===== src/rtl/ovl_seq_pkg.sv =====
// Shared definitions for the cycle-sequence checker: checking-mode encodings
// and the round-robin winner search used by the report scheduler.
package ovl_seq_pkg;

  localparam int SEQ_MOST_PIPE    = 0;
  localparam int SEQ_FIRST_PIPE   = 1;
  localparam int SEQ_FIRST_NOPIPE = 2;

  // First set bit of req at or after ptr, wrapping at n; returns 0 when req is empty.
  function automatic int rr_pick(input logic [31:0] req, input int ptr, input int n);
    int   idx;
    int   win;
    logic found;
    win   = 0;
    found = 1'b0;
    for (int k = 0; k < 32; k++) begin
      if (k < n && !found) begin
        idx = ptr + k;
        if (idx >= n) idx = idx - n;
        if (req[idx[4:0]]) begin
          win   = idx;
          found = 1'b1;
        end
      end
    end
    return win;
  endfunction

endpackage


===== src/rtl/ovl_cycle_sequence_sched_if.sv =====
// Violation-report channel: valid/ready handshake carrying channel id and match count.
interface ovl_cycle_sequence_sched_if #(
  parameter int CH_W  = 2,
  parameter int CNT_W = 8
);
  logic             rpt_valid;
  logic             rpt_ready;
  logic [CH_W-1:0]  rpt_ch;
  logic [CNT_W-1:0] rpt_cnt;

  modport master (output rpt_valid, output rpt_ch, output rpt_cnt, input rpt_ready);
  modport slave  (input rpt_valid, input rpt_ch, input rpt_cnt, output rpt_ready);
endinterface


===== src/rtl/ovl_seq_track.sv =====
// One sequence channel: OVL cycle-sequence queue, violation/match detection,
// saturating match counter, pending flag with count snapshot, sticky overflow.
module ovl_seq_track
  import ovl_seq_pkg::*;
#(
  parameter int NUM_CKS        = 3,
  parameter int NECESSARY_COND = 0,
  parameter int CNT_W          = 8
) (
  input  logic               clk,
  input  logic               reset,
  input  logic [NUM_CKS-1:0] i_ev,
  input  logic               i_en,
  input  logic               i_clr,
  input  logic               i_grant,
  output logic               o_pend,
  output logic [CNT_W-1:0]   o_snap,
  output logic               o_ovf
);

  // Queue bit 0 is only ever consumed as the match term, so it is not stored.
  logic [NUM_CKS-1:1] r_q;
  logic [NUM_CKS-1:1] w_q_nxt;
  logic [CNT_W-1:0]   r_cnt;
  logic [CNT_W-1:0]   r_snap;
  logic               r_pend;
  logic               r_ovf;
  logic               w_viol;
  logic               w_match;

  always_comb begin
    w_q_nxt = '0;
    if (NECESSARY_COND == SEQ_FIRST_NOPIPE)
      w_q_nxt[NUM_CKS-1] = i_ev[NUM_CKS-1] & ~|r_q;
    else
      w_q_nxt[NUM_CKS-1] = i_ev[NUM_CKS-1];
    for (int i = 1; i < NUM_CKS - 1; i++)
      w_q_nxt[i] = r_q[i+1] & i_ev[i];
    if (!i_en) w_q_nxt = '0;
  end

  always_comb begin
    if (NECESSARY_COND == SEQ_MOST_PIPE)
      w_viol = i_en & r_q[1] & ~i_ev[0];
    else
      w_viol = i_en & |(r_q & ~i_ev[NUM_CKS-2:0]);
    w_match = i_en & r_q[1] & i_ev[0];
  end

  // A grant in the same cycle as a new violation behaves like a fresh pending set.
  always_ff @(posedge clk) begin
    if (reset) begin
      r_q    <= '0;
      r_cnt  <= '0;
      r_snap <= '0;
      r_pend <= 1'b0;
      r_ovf  <= 1'b0;
    end else begin
      r_q <= w_q_nxt;
      if (i_clr)                          r_cnt <= '0;
      else if (w_match && r_cnt != '1)    r_cnt <= r_cnt + CNT_W'(1);
      if (i_clr)                          r_ovf <= 1'b0;
      else if (w_viol && r_pend && !i_grant) r_ovf <= 1'b1;
      if (w_viol && (!r_pend || i_grant)) r_snap <= r_cnt;
      r_pend <= (r_pend & ~i_grant) | w_viol;
    end
  end

  assign o_pend = r_pend;
  assign o_snap = r_snap;
  assign o_ovf  = r_ovf;

endmodule


===== src/rtl/ovl_cycle_sequence_sched.sv =====
// Multi-channel cycle-sequence checker; pending violations are serialised
// round-robin onto a single valid/ready report port.
module ovl_cycle_sequence_sched
  import ovl_seq_pkg::*;
#(
  parameter int NUM_CH         = 4,
  parameter int NUM_CKS        = 3,
  parameter int NECESSARY_COND = 0,
  parameter int CNT_W          = 8,
  parameter int CH_W           = $clog2(NUM_CH)
) (
  input  logic                      clk,
  input  logic                      reset,
  input  logic [NUM_CH*NUM_CKS-1:0] event_sequence,
  input  logic [NUM_CH-1:0]         ch_en,
  input  logic [NUM_CH-1:0]         clr,
  output logic [NUM_CH-1:0]         ovf,
  output logic                      busy,
  ovl_cycle_sequence_sched_if.master rpt
);

  if (NUM_CKS < 2) begin : g_bad_cks
    $error("ovl_cycle_sequence_sched: NUM_CKS must be >= 2");
  end

  logic [NUM_CH-1:0] w_pend;
  logic [NUM_CH-1:0] w_grant;
  logic [CNT_W-1:0]  w_snap [NUM_CH];
  logic [CH_W-1:0]   w_win_idx;
  logic [CH_W-1:0]   r_ptr;
  logic              w_load;

  for (genvar c = 0; c < NUM_CH; c++) begin : g_ch
    ovl_seq_track #(
      .NUM_CKS       (NUM_CKS),
      .NECESSARY_COND(NECESSARY_COND),
      .CNT_W         (CNT_W)
    ) u_trk (
      .clk    (clk),
      .reset  (reset),
      .i_ev   (event_sequence[c*NUM_CKS +: NUM_CKS]),
      .i_en   (ch_en[c]),
      .i_clr  (clr[c]),
      .i_grant(w_grant[c]),
      .o_pend (w_pend[c]),
      .o_snap (w_snap[c]),
      .o_ovf  (ovf[c])
    );
  end

  always_comb begin
    w_load    = (~rpt.rpt_valid | rpt.rpt_ready) & (|w_pend);
    w_win_idx = CH_W'(rr_pick(32'(w_pend), int'(r_ptr), NUM_CH));
    w_grant   = '0;
    if (w_load) w_grant[w_win_idx] = 1'b1;
  end

  // Report register: refills on the transfer edge so back-to-back reports need no bubble.
  always_ff @(posedge clk) begin
    if (reset) begin
      rpt.rpt_valid <= 1'b0;
      rpt.rpt_ch    <= '0;
      rpt.rpt_cnt   <= '0;
      r_ptr         <= '0;
    end else if (w_load) begin
      rpt.rpt_valid <= 1'b1;
      rpt.rpt_ch    <= w_win_idx;
      rpt.rpt_cnt   <= w_snap[w_win_idx];
      r_ptr         <= (w_win_idx == CH_W'(NUM_CH - 1)) ? '0 : w_win_idx + CH_W'(1);
    end else if (rpt.rpt_ready) begin
      rpt.rpt_valid <= 1'b0;
    end
  end

  assign busy = (|w_pend) | rpt.rpt_valid;

endmodule


===== src/flat_wrapper.sv =====
// flat-port wrapper written by rule: the top's interface ports become plain ports
module ovl_cycle_sequence_sched_flat import ovl_seq_pkg::*;
#(
  parameter int NUM_CH         = 4,
  parameter int NUM_CKS        = 3,
  parameter int NECESSARY_COND = 0,
  parameter int CNT_W          = 8,
  parameter int CH_W           = $clog2(NUM_CH)
)
  (clk, reset, event_sequence, ch_en, clr, ovf, busy, rpt_rpt_valid, rpt_rpt_ch, rpt_rpt_cnt, rpt_rpt_ready);
  ovl_cycle_sequence_sched_if #(.CH_W(CH_W), .CNT_W(CNT_W)) rpt_i ();
  input  logic clk;
  input  logic reset;
  input  logic [NUM_CH*NUM_CKS-1:0] event_sequence;
  input  logic [NUM_CH-1:0] ch_en;
  input  logic [NUM_CH-1:0] clr;
  output logic [NUM_CH-1:0] ovf;
  output logic busy;
  output wire logic [$bits(rpt_i.rpt_valid)-1:0] rpt_rpt_valid;
  output wire logic [$bits(rpt_i.rpt_ch)-1:0] rpt_rpt_ch;
  output wire logic [$bits(rpt_i.rpt_cnt)-1:0] rpt_rpt_cnt;
  input wire logic [$bits(rpt_i.rpt_ready)-1:0] rpt_rpt_ready;
  assign rpt_rpt_valid = rpt_i.rpt_valid;
  assign rpt_rpt_ch = rpt_i.rpt_ch;
  assign rpt_rpt_cnt = rpt_i.rpt_cnt;
  assign rpt_i.rpt_ready = rpt_rpt_ready;
  ovl_cycle_sequence_sched #(.NUM_CH(NUM_CH), .NUM_CKS(NUM_CKS), .NECESSARY_COND(NECESSARY_COND), .CNT_W(CNT_W), .CH_W(CH_W)) u_core (.clk(clk), .reset(reset), .event_sequence(event_sequence), .ch_en(ch_en), .clr(clr), .ovf(ovf), .busy(busy), .rpt(rpt_i));
endmodule

===== config.mk =====
export PLATFORM = sky130hd
export DESIGN_NAME = ovl_cycle_sequence_sched_flat
export DESIGN_NICKNAME = d
export VERILOG_FILES = /design/src/rtl/ovl_seq_pkg.sv /design/src/rtl/ovl_cycle_sequence_sched_if.sv /design/src/rtl/ovl_seq_track.sv /design/src/rtl/ovl_cycle_sequence_sched.sv /design/src/flat_wrapper.sv
export SDC_FILE = /design/constraint.sdc
export NUM_CORES = 1
export LEC_CHECK = 0
export CAP_MARGIN = 5
export CORE_AREA = 2 2 90 92
export CTS_CLUSTER_SIZE = 8
export DETAILED_ROUTE_END_ITERATION = 7
export DIE_AREA = 0 0 92 94
export PLACE_DENSITY = 0.82
export SLEW_MARGIN = 15
export SYNTH_ARGS = -nofsm -noshare
export SYNTH_HDL_FRONTEND = slang
export SYNTH_SLANG_ARGS = --single-unit

===== constraint.sdc =====
create_clock -name clk -period 4.8 [get_ports clk]
set_clock_uncertainty 0.15 [all_clocks]
set_input_delay 0.72 -clock clk [delete_from_list [all_inputs] [get_ports clk]]
set_output_delay 0.72 -clock clk [all_outputs]
set_load 0.005 [all_outputs]

# After elaboration in Yosys (flattened, before gate mapping)

Cells that the tools add are included.

Input port bits: 23
Logic and storage cells: 168
Output and inout port bits: 16
Flip-flop bits (word level): 93

Order comparisons: 11
Equality and inequality tests: 5
Reduce and logical (&&, ||, !) cells: 39
Bitwise gates (word level): 41
Add/subtract/negate cells: 12
Muxes and demuxes: 36

Operators with widths:

| operator                                                            | count |
|---|---|
| greater-or-equal comparator 32 x 4 -> 1 bit (second input constant) | 3 |
| 2-to-1 mux 5 bit                                                    | 7 |
| adder 8 x 1 -> 8 bit (second input constant)                        | 4 |
| != test 8 bit (second input constant)                               | 4 |
| < comparator 5 x 6 -> 1 bit (second input constant)                 | 4 |
| AND 1 bit                                                           | 21 |
| binary-select mux 1 bit (select 5 bit)                              | 4 |
| logical AND 1 bit                                                   | 17 |
| binary-select mux 8 bit (select 2 bit)                              | 1 |
| 2-to-1 mux 2 bit                                                    | 8 |
| 2-to-1 mux 8 bit                                                    | 2 |
| OR reduction 2 bit                                                  | 8 |
| NOT 1 bit                                                           | 13 |
| 2-to-1 mux 1 bit                                                    | 12 |
| subtractor 3 x 3 -> 4 bit (second input constant)                   | 3 |
| zero test 1 bit                                                     | 8 |
| adder 2 x 2 -> 3 bit (second input constant)                        | 2 |
| OR 1 bit                                                            | 6 |
| logical OR 1 bit                                                    | 4 |
| 2-to-1 mux 4 bit                                                    | 1 |
| OR reduction 4 bit                                                  | 1 |
| subtractor 2 x 3 -> 4 bit (second input constant)                   | 1 |
| adder 2 x 1 -> 3 bit (second input constant)                        | 1 |
| greater-or-equal comparator 2 x 3 -> 1 bit (second input constant)  | 1 |
| 8 further kinds                                                     | 8 |

# Logic depth before layout (Yosys ltp)

Depth in word-level cells: 28
Depth in mapped cells: 14
Gate-level depth less buffers: 12

# Hierarchy

Synthesis repeated with hierarchy kept, for this count alone.

Cell total of the unflattened synthesis: 466
Area, all modules: 4,443.0 sq um

Modules (own cells, without submodules):

| module                   | area an instance (sq um) | seq. area each (sq um) | cells each | times used |
|---|---|---|---|---|
| ovl_seq_track            | 859.6                    | 400.4                  | 89         | 4 |
| ovl_cycle_sequence_sched | 1,004.7                  | 260.2                  | 110        | 1 |

# Least setup slack after synthesis

No wires, ideal clock.

Kind: flip-flop to flip-flop
Start: reg u_core.r_ptr[0]
End: reg u_core.g_ch[3].u_trk.r_snap[2]
Library setup time: 0.128 ns
Path buffers: 2
Arrival: 2.939 ns
Path slack: 1.584 ns
Period minus slack after synthesis: 3.216 ns
Data required time: 4.522 ns
Cell stages (with the launch flop): 14
Path through: dfxtp_1 buf_6 inv_1 ha_1 buf_2 or3_4 a22oi_4 nor3_2 a21oi_1 ha_1 nand2_1 a21oi_2 mux2i_1 nor2_1

Longest elaborated chain between the ends: 19
Elaborated cells on any way between the ends: 46
Classes of those cells: add/sub (7); order compare (6); mux (30); reduce/logical (3)

Ends and longest elaborated chain:

| item                                                                                                                   | line                           | source |
|---|---|---|
| from (decl)                                                                                                            | ovl_cycle_sequence_sched.sv:30 | `logic [CH_W-1:0] r_ptr;` |
| from (signal assigned)                                                                                                 | ovl_cycle_sequence_sched.sv:69 | `r_ptr <= (w_win_idx == CH_W'(NUM_CH - 1)) ? '0 : w_win_idx + CH_W'(1);` |
| adder 2 x 1 -> 3 bit                                                                                                   | ovl_seq_pkg.sv:18              | `idx = ptr + k;` |
| greater-or-equal comparator 32 x 4 -> 1 bit / subtractor 3 x 3 -> 4 bit (equally long branches)                        | ovl_seq_pkg.sv:19              | `if (idx >= n) idx = idx - n;` |
| 2-to-1 mux 5 bit                                                                                                       | ovl_seq_pkg.sv:19              |  |
| 2-to-1 mux 5 bit                                                                                                       | ovl_seq_pkg.sv:17              | `if (k < n && !found) begin` |
| binary-select mux 1 bit (select 5 bit)                                                                                 | ovl_seq_pkg.sv:20              | `if (req[idx[4:0]]) begin` |
| 2-to-1 mux 1 bit (not written as such)                                                                                 | ovl_seq_pkg.sv:20              |  |
| 2-to-1 mux 2 bit                                                                                                       | ovl_seq_pkg.sv:20              |  |
| 2-to-1 mux 2 bit                                                                                                       | ovl_seq_pkg.sv:17              |  |
| (+3 left out)                                                                                                          | -                              |  |
| 2-to-1 mux 2 bit (*)                                                                                                   | ovl_seq_pkg.sv:17              |  |
| < comparator 2 x 3 -> 1 bit (not written as such) / greater-or-equal comparator 2 x 1 -> 1 bit (equally long branches) | ovl_cycle_sequence_sched.sv:55 | `if (w_load) w_grant[w_win_idx] = 1'b1;` |
| logical AND 1 bit (not written as such)                                                                                | ovl_cycle_sequence_sched.sv:55 |  |
| 2-to-1 mux 1 bit (not written as such)                                                                                 | ovl_cycle_sequence_sched.sv:55 |  |
| demux 1 bit (select 2 bit) (*)                                                                                         | -                              |  |
| 2-to-1 mux 4 bit (*)                                                                                                   | ovl_cycle_sequence_sched.sv:55 |  |
| logical OR 1 bit (*)                                                                                                   | ovl_seq_track.sv:64            | `if (w_viol && (!r_pend \|\| i_grant)) r_snap <= r_cnt;` |
| logical AND 1 bit (*)                                                                                                  | ovl_seq_track.sv:64            |  |
| to (signal assigned)                                                                                                   | ovl_seq_track.sv:64            |  |
| to (decl)                                                                                                              | ovl_seq_track.sv:25            | `logic [CNT_W-1:0] r_snap;` |

Mark *: on every way between the ends. The rest lies on a longest branch, timed or not. The select of a mux whose other input is x is not followed.
A chain may end at the register's enable or synchronous reset.

# Worst setup path after layout

Start: reg u_core.r_ptr[1]
End: reg u_core.g_ch[3].u_trk.r_snap[2]

The elaborated chain is that of the path after synthesis.

==> key figures <==
Status
  • Status: finished, final reports clean

STA
  • Hold WS: 0.325 ns
  • Final Hold Fails: 0
  • Worst-Margin Slew: 0.699 ns
  • Final worst-path cycle share: 77.5%
  • Final min period: 3.72 ns
  • RSZ-0062 raised after global routing: no
  • Max Freq: 269 MHz
  • Worst slew margin: 53.2%
  • Max Slew Vio Count: 0
  • Setup TNS: 0 ns
  • Final setup violation count: 0

Critical path
  • Critical setup path kind: flip-flop to flip-flop
  • Worst Setup End Kind: flip-flop
  • WP data arrival: 3.81 ns
  • Worst reg2reg path depth: 11
  • Worst setup path start: u_core.r_ptr[1]
  • Startpoint Class: flip-flop
  • Crit Path Max Fanout: 15
  • Reg-to-reg endpoint: u_core.g_ch[3].u_trk.o_snap[2]
  • WP data required: 4.89 ns
  • Flop2flop setup slack: 1.08 ns
  • Critical R2R Launch: u_core.r_ptr[1]

Global route
  • Vias in the first global route: 3,590
  • Largest net degree at the start of global routing: 32
  • Initial antenna violation count: 0
  • GR Overflow Total: 0
  • Total Routing Usage GR: 24.8%
  • First-pass GRT wire length: 17.2 mm

Floorplan
  • Die width: 92 µm
  • Core Area: 7610 µm²
  • Initial Util: 60.4%
  • I/O pins: 39
  • Rows: 32
  • Full die area: 8650 µm²
  • Die height: 94 µm

Clock network
  • Sink Count: 93
  • Post-CTS Setup Bufs: 0
  • Clock tree buffer depth: 2
  • H-tree Lvls: 3
  • Cts hold-fix bufs: 0
  • Worst-path clk slew: 0.09 ns
  • CTS tree: done
  • Clock tree root driver cell: clkbuf_8
  • # resized after CTS: 0
  • TritonCTS Buffers: 9
  • Worst-Skew Late Latency: 0.36 ns

Synthesis
  • #FFs+latches synth: 93
  • Sequential-to-total area share from yosys stat: 40.5%
  • Post-synth EDFFs: 0
  • Share of the synthesized area in the top cell type: 40.5%
  • Synth Net Count: 542
  • Top cells by area, synth: dfxtp_1 41%, mux2i_1 8.7%, nor2_1 6.9%
  • Main flop type after synthesis: dfxtp_1
  • Syn. warnings: 0
  • Mapped Cells: 510
  • Syn_area_per_cell: 9.00 µm²
  • Async S/R FF share, synth: 0%
  • Largest area contributor in the netlist: dfxtp_1
  • Syn Std Cell Area: 4590 µm²
  • Post-synthesis cell type count: 65

Final layout
  • Area grow syn2layout: 13.1%
  • Final net count: 563
  • Share of cells above drive strength 1: 8.58%
  • Fin area: 5190 µm²
  • Ant. Diodes: 0

Job
  • Max_cap viols: 0

Route
  • Total Wirelength: 10.3 mm
  • Remaining antenna violation count: 0
  • Drt wl/cell: 16.2 µm
  • Drt pass-1 iters: 5
  • Initial drt markers: 298
  • DR vias/cell: 6.04
  • Total vias in the final route: 3,854
  • Residual DRC count: 0

Pwr
  • Worst VDD drop: 0.185 mV
  • P per Cell Area: 277 nW/µm²
  • Lkg Pwr: 0.00185 µW

Placed design
  • Post-DP HPWL: 7.48 mm
  • Dpl cell area: 4960 µm²
  • RePlAce Congestion: 0.961
  • Buffers on Ports: 38

Min path
  • Hold_sp: u_core.rpt.rpt_ch[0]
  • Worst Hold End: u_core.rpt.rpt_ch[0]
  • Hold Crit Class: flip-flop to flip-flop
  • Min-Delay Path Depth: 2
## stage by stage
| step | setup WS (ns) | total power (µW) | util (%) | instances |
|---|---|---|---|---|
| 2_1_floorplan | 1.58 | 832 | - | 510 |
| 3_3_place_gp | 1.35 | 860 | 65.2 | 622 |
| 3_5_place_dp | 1.13 | 862 | 65.2 | 622 |
| 4_1_cts | 1.10 | 1450 | 68.3 | 638 |
| 5_1_grt | 0.900 | 1490 | 68.3 | 638 |
| 6_report | 1.08 | 1440 | 68.3 | 638 |
## cell usage in the layout (no fill, tap or decap), types with 5 or more instances in the layout
cell type        count
xnor2_1              6
or2_2                5
a211o_1              7
nor3_1               7
xor2_1              16
clkbuf_8             9
inv_1                6
nand3b_1            10
and3_1               7
dfxtp_1             93
nand3_1             13
o21ai_1              8
nor2_1              84
nand4_1              5
nand2_1             23
o221ai_1             9
o21ai_0             23
or3_1                6
o22ai_1             16
clkdlybuf4s50_1     37
ha_1                 9
mux2i_1             40
a21oi_1             26
## critical path: stages, from the launching register on
cell	delay, ns
dfxtp_1	0.49
inv_1	0.11
ha_1	0.42
or3_4	0.48
a22oi_4	0.42
nor3_2	0.11
a21oi_1	0.25
ha_1	0.21
nand2_1	0.10
a21oi_2	0.52
mux2i_1	0.28
nor2_1	0.06
## routing by layer
| layer | global-route usage [%] | share of wire, % |
|---|---|---|
| met5 | 0 | 0 |
| met4 | 7.09 | 1.5 |
| met3 | 3.69 | 4.9 |
| met2 | 42.5 | 49 |
| met1 | 32.8 | 45 |
## worst max path at each step
stage | end | cells after the start
after global routing | u_core.g_ch[3].u_trk.o_snap[2] | 11
after detailed placement | u_core.g_ch[3].u_trk.o_snap[2] | 11
after floorplan | u_core.g_ch[3].u_trk.o_snap[2] | 13
final | u_core.g_ch[3].u_trk.o_snap[2] | 11
after global placement | u_core.g_ch[3].u_trk.o_snap[0] | 11
after CTS | u_core.g_ch[3].u_trk.o_snap[2] | 11
## logic make-up after synthesis
| family | count (synthesis) | synth area share (%) |
|---|---|---|
| DFF | 93 | 40.5 |
| xor gates and xnor gates | 22 | 4.20 |
| buffers and inverters | 37 | 3.90 |
| adders and majority gates | 9 | 2.45 |
| and+or+nand+nor | 187 | 20.6 |
| AOI/OAI and AO/OA | 119 | 18.9 |
| muxes | 43 | 9.45 |
## cells in the mapped netlist (all sizes together), types with 2 or more instances
cell      n
o31ai     2
ha        9
inv       6
a21oi    28
mux2      3
or2       5
a31oi     2
dfxtp    93
nand2b    4
nand4     6
o21ba     2
o2111ai   2
o31a      2
nor2b     4
o2bb2ai   2
and3      7
nand3b   10
nor2     84
buf      21
xor2     16
mux2i    40
and2      2
o221ai   10
and4b     4
and3b     4
nand2    24
clkbuf   10
a22o      2
nor3      8
a221o     2
nor4      2
a22oi     2
nand3    14
o22ai    16
o21ai    31
or3       7
a211o     7
xnor2     6
## sequential cells by signal, summed over array words and instances (netlist names)
| signal | count |
|---|---|
| u_core.g_ch.u_trk.o_ovf | 4 |
| u_core.g_ch.u_trk.r_q | 8 |
| u_core.g_ch.u_trk.r_cnt | 32 |
| u_core.rpt.rpt_cnt | 8 |
| u_core.rpt.rpt_valid | 1 |
| u_core.rpt.rpt_ch | 2 |
| u_core.r_ptr | 2 |
| u_core.g_ch.u_trk.o_snap | 32 |
| u_core.g_ch.u_trk.o_pend | 4 |
## final cells by class
type,instances,area (µm²)
Inverter,6,22.5
Sequential cell,93,1860
Clock inverter,7,105
Tap cell,102,128
Multi-Input combinational cell,380,2550
Timing Repair Buffer,41,398
Fill cell,630,2410
Clock buffer,9,124
## power breakdown
part	internal, µW	switching (µW)
clock network	302	294
registers	775	2.65
logic	32.7	35.2
(Power assumes the default switching activity.)
==> variant 1 (same flow settings) <==
Reset style: asynchronous (`reset`), changed in 2 clocked blocks.
--- a/src/rtl/ovl_seq_track.sv
+++ b/src/rtl/ovl_seq_track.sv
@@ -48,7 +48,7 @@
   end
 
   // A grant in the same cycle as a new violation behaves like a fresh pending set.
-  always_ff @(posedge clk) begin
+  always_ff @(posedge clk or posedge reset) begin
     if (reset) begin
       r_q    <= '0;
       r_cnt  <= '0;
--- a/src/rtl/ovl_cycle_sequence_sched.sv
+++ b/src/rtl/ovl_cycle_sequence_sched.sv
@@ -56,7 +56,7 @@
   end
 
   // Report register: refills on the transfer edge so back-to-back reports need no bubble.
-  always_ff @(posedge clk) begin
+  always_ff @(posedge clk or posedge reset) begin
     if (reset) begin
       rpt.rpt_valid <= 1'b0;
       rpt.rpt_ch    <= '0;
Formal check against the unedited RTL: differs if reset is asserted again (counterexample within 4 cycles, from zero or initial values and one cycle with reset high); with reset held inactive, the same outputs for 4 cycles.
==> variant 1 against the original RTL <==
Via count decreased by 11%; sequential cell count unchanged; area after synthesis shrank 0.74%; routed wire length is 7.0% lower; cell area hardly changed; non-clock buffer count down 1; worst setup slack got worse by 0.024 ns.
Power is not compared: it rests on default switching activity, and its combinational part moved more than twofold at a synthesized area within 25%.
==> variant 1: results (changes against the original RTL) <==
| Metric | Value |
|---|---|
| Resized Gates After CTS | `0 (unchanged)` |
| WL per Instance | `16.8 µm (+3.4%)` |
| Count of cell types in the netlist | `50 (-23%)` |
| Cell area after placement | `4970 µm² (about the same)` |
| Flop2flop setup slack | `1.05 ns (-0.02 ns)` |
| Number of buffers on the longest clock path | `2 (unchanged)` |
| Setup TNS | `0 ns (unchanged)` |
| Outcome | `completed` |
| H-tree lvl count | `3 (unchanged)` |
| Pin count of the biggest net entering global routing | `51 (+59%)` |
| Via density per instance | `5.96 (-1.3%)` |
| Source of the critical timing path | `u_core.r_ptr[0]` |
| Beginning of the worst hold path | `u_core.g_ch[1].u_trk.r_q[2]` |
| Leading post-synthesis cells by instance count | `sky130_fd_sc_hd__dfrtp_1 (93), sky130_fd_sc_hd__nand2_1 (48), sky130_fd_sc_hd__nor2_1 (39)` |
| Count of input and output buffers | `38 (unchanged)` |
| Count of inserted antenna diode cells | `0 (unchanged)` |
| Area of the die | `8650 µm² (unchanged)` |
| Clk root buf | `sky130_fd_sc_hd__clkbuf_8` |
| Number of filler instances in the final layout | `600 (-4.8%)` |
| Worst ir drop on vdd | `roughly 0.23 mV` |
| Data arrival time of the critical path | `3.84 ns (+0.03 ns)` |
| Top cells by area in the synthesized netlist | `sky130_fd_sc_hd__dfrtp_1 (51%), sky130_fd_sc_hd__mux2i_1 (4.0%), sky130_fd_sc_hd__nand2_1 (4.0%)` |
| Via count of the first global-routing pass | `3381 (-5.8%)` |
| Ratio of cells with drive above 1 in the final layout | `9.53% (+0.95 points)` |
| Number of buffers added by the clock tree synthesis step | `9 (unchanged)` |
| Leak pwr | `about 2.3 nW` |
| Clk Latency, worst-skew pair | `0.36 ns (about the same)` |
| Top fanout value on the critical path | `12 (-3)` |
| Number of cells on the worst hold path | `1 (-1)` |
| Worst min-delay path category | `reg -> reg` |
| DRC errors left | `0 (unchanged)` |
| Number of antenna violations at the first check in global routing | `0 (unchanged)` |
| Share of synthesized area occupied by flip-flops and latches | `51.1% (+11 points)` |
| Total of warnings raised by yosys | `0 (unchanged)` |
| # Post-CTS Setup Buffers | `0 (unchanged)` |
| Wire length of the first global-routing pass | `16.5 mm (-4.0%)` |
| Clock edge transition at the registers on the reported setup and hold paths | `0.09 ns (about the same)` |
| Final estimated routing congestion in global placement | `0.805 (-16%)` |
| Overall Global Routing Usage | `24.2% (-0.61 points)` |
| Async set or reset register ratio after synthesis | `100% (+100 points)` |
| Endpoint of the most critical register-to-register path | `u_core.g_ch[3].u_trk.o_snap[5]` |
| Hold-critical path endpoint | `u_core.g_ch[1].u_trk.r_q[1]` |
| Area added between synthesis and finish | `13.9%` |
| Dpl hpwl | `6.63 mm (-11%)` |
| Nets | `499 (-11%)` |
| Pre-Repair DR Iteration Count | `4 (-1)` |
| Net Count, Synth | `470 (-13%)` |
| Worst slew pin tran | `0.913 ns (+0.215 ns)` |
| Detailed router's first-iteration violation count | `210 (-30%)` |
| Count of cells along the worst register-to-register path | `10 (-1)` |
variant 1: cell types whose count changed in the layout (fill, tap and decap cells not counted), moves of 10 or more:
| cell | delta |
|---|---|
| sky130_fd_sc_hd__dfxtp_1 | -93 |
| sky130_fd_sc_hd__dfrtp_1 | +93 |
| sky130_fd_sc_hd__nand2_1 | +25 |
| sky130_fd_sc_hd__nor2_1 | -45 |
| sky130_fd_sc_hd__mux2i_1 | -22 |
| sky130_fd_sc_hd__a21oi_1 | -15 |
| sky130_fd_sc_hd__nand3b_1 | -10 |
variant 1: routing by layer:
layer,vias to the layer above,wire length (µm),global-route usage [%]
li1,1618,-,-
met1,1697,4410,34.9
met2,91,4630,38.1
met3,16,406,3.29
met4,0,172,8.58
met5,-,0,0
variant 1: power breakdown:
group,internal (W),total (W),switching [W]
logic,0.000334,0.000844,0.000510
clock network,0.000313,0.000592,0.000279
registers,0.000825,0.000916,0.0000906
variant 1: how the worst max path moves through the flow:
stage | to | slack (ns) | cells after the start
CTS | u_core.g_ch[3].u_trk.o_snap[5] | 1.07 | 10
global placement | u_core.g_ch[3].u_trk.o_snap[5] | 1.21 | 10
global route | u_core.g_ch[3].u_trk.o_snap[5] | 0.79 | 10
detailed placement | u_core.g_ch[3].u_trk.o_snap[5] | 1.11 | 10
finish | u_core.g_ch[3].u_trk.o_snap[5] | 1.05 | 10
floorplan | u_core.g_ch[0].u_trk.o_ovf | 1.51 | 1
variant 1: logic make-up after synthesis:
group                      share of synthesized area, %
and+or+nand+nor                                    16.3
buffers and inverters                              3.51
adders and majority gates                          2.47
muxes                                              8.15
AOI/OAI and AO/OA                                  14.3
DFF                                                51.1
xor gates and xnor gates                           4.23
variant 1: stage by stage:
| step | hold WS (ns) | power, W | instances |
|---|---|---|---|
| finish | 0.348 | 0.00235 | 574 |
| global route | 0.376 | 0.00249 | 574 |
| CTS | 0.348 | 0.00236 | 574 |
| detailed placement | 0.325 | 0.00177 | 558 |
| global placement | 0.321 | 0.00175 | 558 |
| floorplan | 0.309 | 0.00160 | 438 |
variant 1: cell type report:
class	instances	area share, %
sequential	93	44.8
multi-input combinational	312	39.9
timing repair buffer	40	7.62
clock buffer	12	2.80
tap	102	2.46
clock inverter	4	1.54
inverter	11	0.868
variant 1: worst max-delay path, cell delays in order (launching register included):
cell                       delay, ns
sky130_fd_sc_hd__dfrtp_1        0.62
sky130_fd_sc_hd__inv_1          0.11
sky130_fd_sc_hd__ha_1           0.36
sky130_fd_sc_hd__a21boi_0       0.40
sky130_fd_sc_hd__a22oi_4        0.14
sky130_fd_sc_hd__a21oi_1        0.16
sky130_fd_sc_hd__o21a_1         0.37
sky130_fd_sc_hd__ha_1           0.21
sky130_fd_sc_hd__a21boi_0       0.12
sky130_fd_sc_hd__nor2_1         0.57
sky130_fd_sc_hd__mux2_2         0.41
==> variant 2 (same flow settings) <==
Made on the original files. `NUM_CH` is set to 4 in 2 places; all go to 2.
--- a/src/rtl/ovl_cycle_sequence_sched.sv
+++ b/src/rtl/ovl_cycle_sequence_sched.sv
@@ -3,7 +3,7 @@
 module ovl_cycle_sequence_sched
   import ovl_seq_pkg::*;
 #(
-  parameter int NUM_CH         = 4,
+  parameter int NUM_CH         = 2,
   parameter int NUM_CKS        = 3,
   parameter int NECESSARY_COND = 0,
   parameter int CNT_W          = 8,
--- a/src/flat_wrapper.sv
+++ b/src/flat_wrapper.sv
@@ -1,7 +1,7 @@
 // flat-port wrapper written by rule: the top's interface ports become plain ports
 module ovl_cycle_sequence_sched_flat import ovl_seq_pkg::*;
 #(
-  parameter int NUM_CH         = 4,
+  parameter int NUM_CH         = 2,
   parameter int NUM_CKS        = 3,
   parameter int NECESSARY_COND = 0,
   parameter int CNT_W          = 8,
Interface: changed (5 resized); port bits go from 39 to 26. No check against the original RTL was run, so the function may have changed too.
==> variant 2 against the original RTL <==
Worst setup slack better by 1.4 ns; clock power fell by 60%; global-route usage fell by 14 points; area after synthesis decreased by 55%; hold slack gained 0.0046 ns; routed wire length decreased by 57%; non-clock buffer count is 15 lower; power down 53%; cell area shrank 52%; sequential cell count down 42; maximum frequency rose by 59%; synthesized cell count shrank 54%; highest routed layer unchanged.
==> variant 2: results (changes against the original RTL) <==
| Metric | Value |
|---|---|
| Net Count, Synth | `250 (-54%)` |
| Dpl hpwl | `3.23 mm (-57%)` |
| Count of cells along the worst register-to-register path | `5 (-6)` |
| Overall Global Routing Usage | `10.7% (-14 points)` |
| Origin of the critical flop-to-flop path | `u_core.g_ch[0].u_trk.r_cnt[0]` |
| Most frequent standard cell in the layout excluding fill and tap cells | `sky130_fd_sc_hd__dfxtp_1` |
| Number of buffers added by the clock tree synthesis step | `5 (-4)` |
| Slowest cell on the critical path | `sky130_fd_sc_hd__clkdlybuf4s50_1` |
| WL per Instance | `12.6 µm (-22%)` |
| Detailed router's first-iteration violation count | `190 (-36%)` |
| Worst slew pin tran | `0.796 ns (+0.0976 ns)` |
| Count of inserted antenna diode cells | `0 (unchanged)` |
| Beginning of the worst hold path | `u_core.g_ch[0].u_trk.o_snap[0]` |
| Leading post-synthesis cells by instance count | `sky130_fd_sc_hd__dfxtp_1 (51), sky130_fd_sc_hd__a21oi_1 (30), sky130_fd_sc_hd__nand3_1 (27)` |
| H-tree lvl count | `2 (-1)` |
| Total internal power | `0.000535 W (-52%)` |
| Via count of the first global-routing pass | `1675 (-53%)` |
| Flop2flop setup slack | `2.83 ns (+1.75 ns)` |
| Pre-Repair DR Iteration Count | `4 (-1)` |
| Via density per instance | `4.99 (-17%)` |
| Clk Latency, worst-skew pair | `0.30 ns (-0.06 ns)` |
| Count of cell types in the netlist | `40 (-38%)` |
| Pin count of the biggest net entering global routing | `38 (+19%)` |
| Hold-critical path endpoint | `u_core.g_ch[0].u_trk.o_snap[0]` |
| Top fanout value on the critical path | `7 (-8)` |
| Final estimated routing congestion in global placement | `0.826 (-14%)` |
| Worst ir drop on vdd | `0.136 mV (-27%)` |
| Top cells by area in the synthesized netlist | `sky130_fd_sc_hd__dfxtp_1 (49%), sky130_fd_sc_hd__a21oi_1 (7.2%), sky130_fd_sc_hd__nand3_1 (6.5%)` |
| Leak pwr | `0.785 nW (-58%)` |
| Number of cells on the worst hold path | `2 (unchanged)` |
| Outcome | `completed` |
| Delay of the slowest critical-path stage | `0.45 ns (-0.07 ns)` |
| Count of input and output buffers | `25 (-34%)` |
| Share of synthesized area occupied by flip-flops and latches | `49.0% (+8.4 points)` |
| Post-Place Setup Slack | `2.22 ns (+1.09 ns)` |
| Nets | `269 (-52%)` |
| Endpoint of the most critical register-to-register path | `u_core.g_ch[0].u_trk.r_cnt[3]` |
| Wire length of the first global-routing pass | `7.51 mm (-56%)` |
| Data arrival time of the critical path | `1.47 ns (-2.34 ns)` |
## variant 2: how the worst max path moves through the flow
stage                                            from                             to  slack, ns  cells after the start
after floorplan                                 reset  u_core.g_ch[1].u_trk.r_cnt[4]       2.87                      5
after global placement                          reset  u_core.g_ch[1].u_trk.r_cnt[4]       2.26                      5
after detailed placement                     ch_en[0]  u_core.g_ch[0].u_trk.r_cnt[7]       2.22                      5
after CTS                        u_core.rpt.rpt_valid                           busy       2.44                      2
after global routing      u_core.g_ch[0].u_trk.o_pend                           busy       2.39                      2
final                     u_core.g_ch[0].u_trk.o_pend                           busy       2.46                      2
## variant 2: cell families after synthesis
family | after synthesis | share of synthesized area [%]
AOI/OAI and AO/OA | 75 | 22.2
xor gates and xnor gates | 2 | 0.840
adders and majority gates | 2 | 1.20
buffers and inverters | 16 | 3.78
DFF | 51 | 49.0
muxes | 2 | 0.960
and+or+nand+nor | 87 | 22.1
## variant 2: layout make-up
type | count | area (µm²)
Clock buffer | 5 | 68.8
Clock inverter | 2 | 13.8
Fill cell | 795 | 5120
Inverter | 2 | 7.51
Multi-Input combinational cell | 168 | 986
Sequential cell | 51 | 1020
Tap cell | 102 | 128
Timing Repair Buffer | 26 | 258
## variant 2: power by group through the flow
stage	combinational, W	sequential [W]	clock, W
finish	0.0000216	0.000424	0.000237
global route	0.0000235	0.000424	0.000263
CTS	0.0000218	0.000424	0.000246
detailed placement	0.0000217	0.000434	0
global placement	0.0000215	0.000434	0
floorplan	0.00000955	0.000434	0
## variant 2: routing by layer
metal  global-route usage, %  wire length, µm  vias to the layer above
met3                    2.41              164                        7
li1                        -                -                      907
met2                    18.4             2170                       33
met5                       0                0                        -
met4                    4.35               68                        0
met1                    13.1             2070                      829
## variant 2: through the flow
| step | std cells | hold WS, ns | cell area [µm²] | utilization [%] | total power [W] |
|---|---|---|---|---|---|
| 3_3_place_gp | 349 | 0.316 | 2400 | 31.5 | 0.000455 |
| 2_1_floorplan | 235 | 0.288 | 2090 | - | 0.000443 |
| 6_report | 356 | 0.330 | 2480 | 32.6 | 0.000683 |
| 4_1_cts | 356 | 0.330 | 2480 | 32.6 | 0.000692 |
| 5_1_grt | 356 | 0.362 | 2480 | 32.6 | 0.000711 |
| 3_5_place_dp | 349 | 0.318 | 2400 | 31.5 | 0.000456 |
## variant 2: critical path: cells and delay by family, from the launching register on
family        cells  cell delay (ns)
simple gates      1             0.36
flops             1             0.37
buf+inv           1             0.45
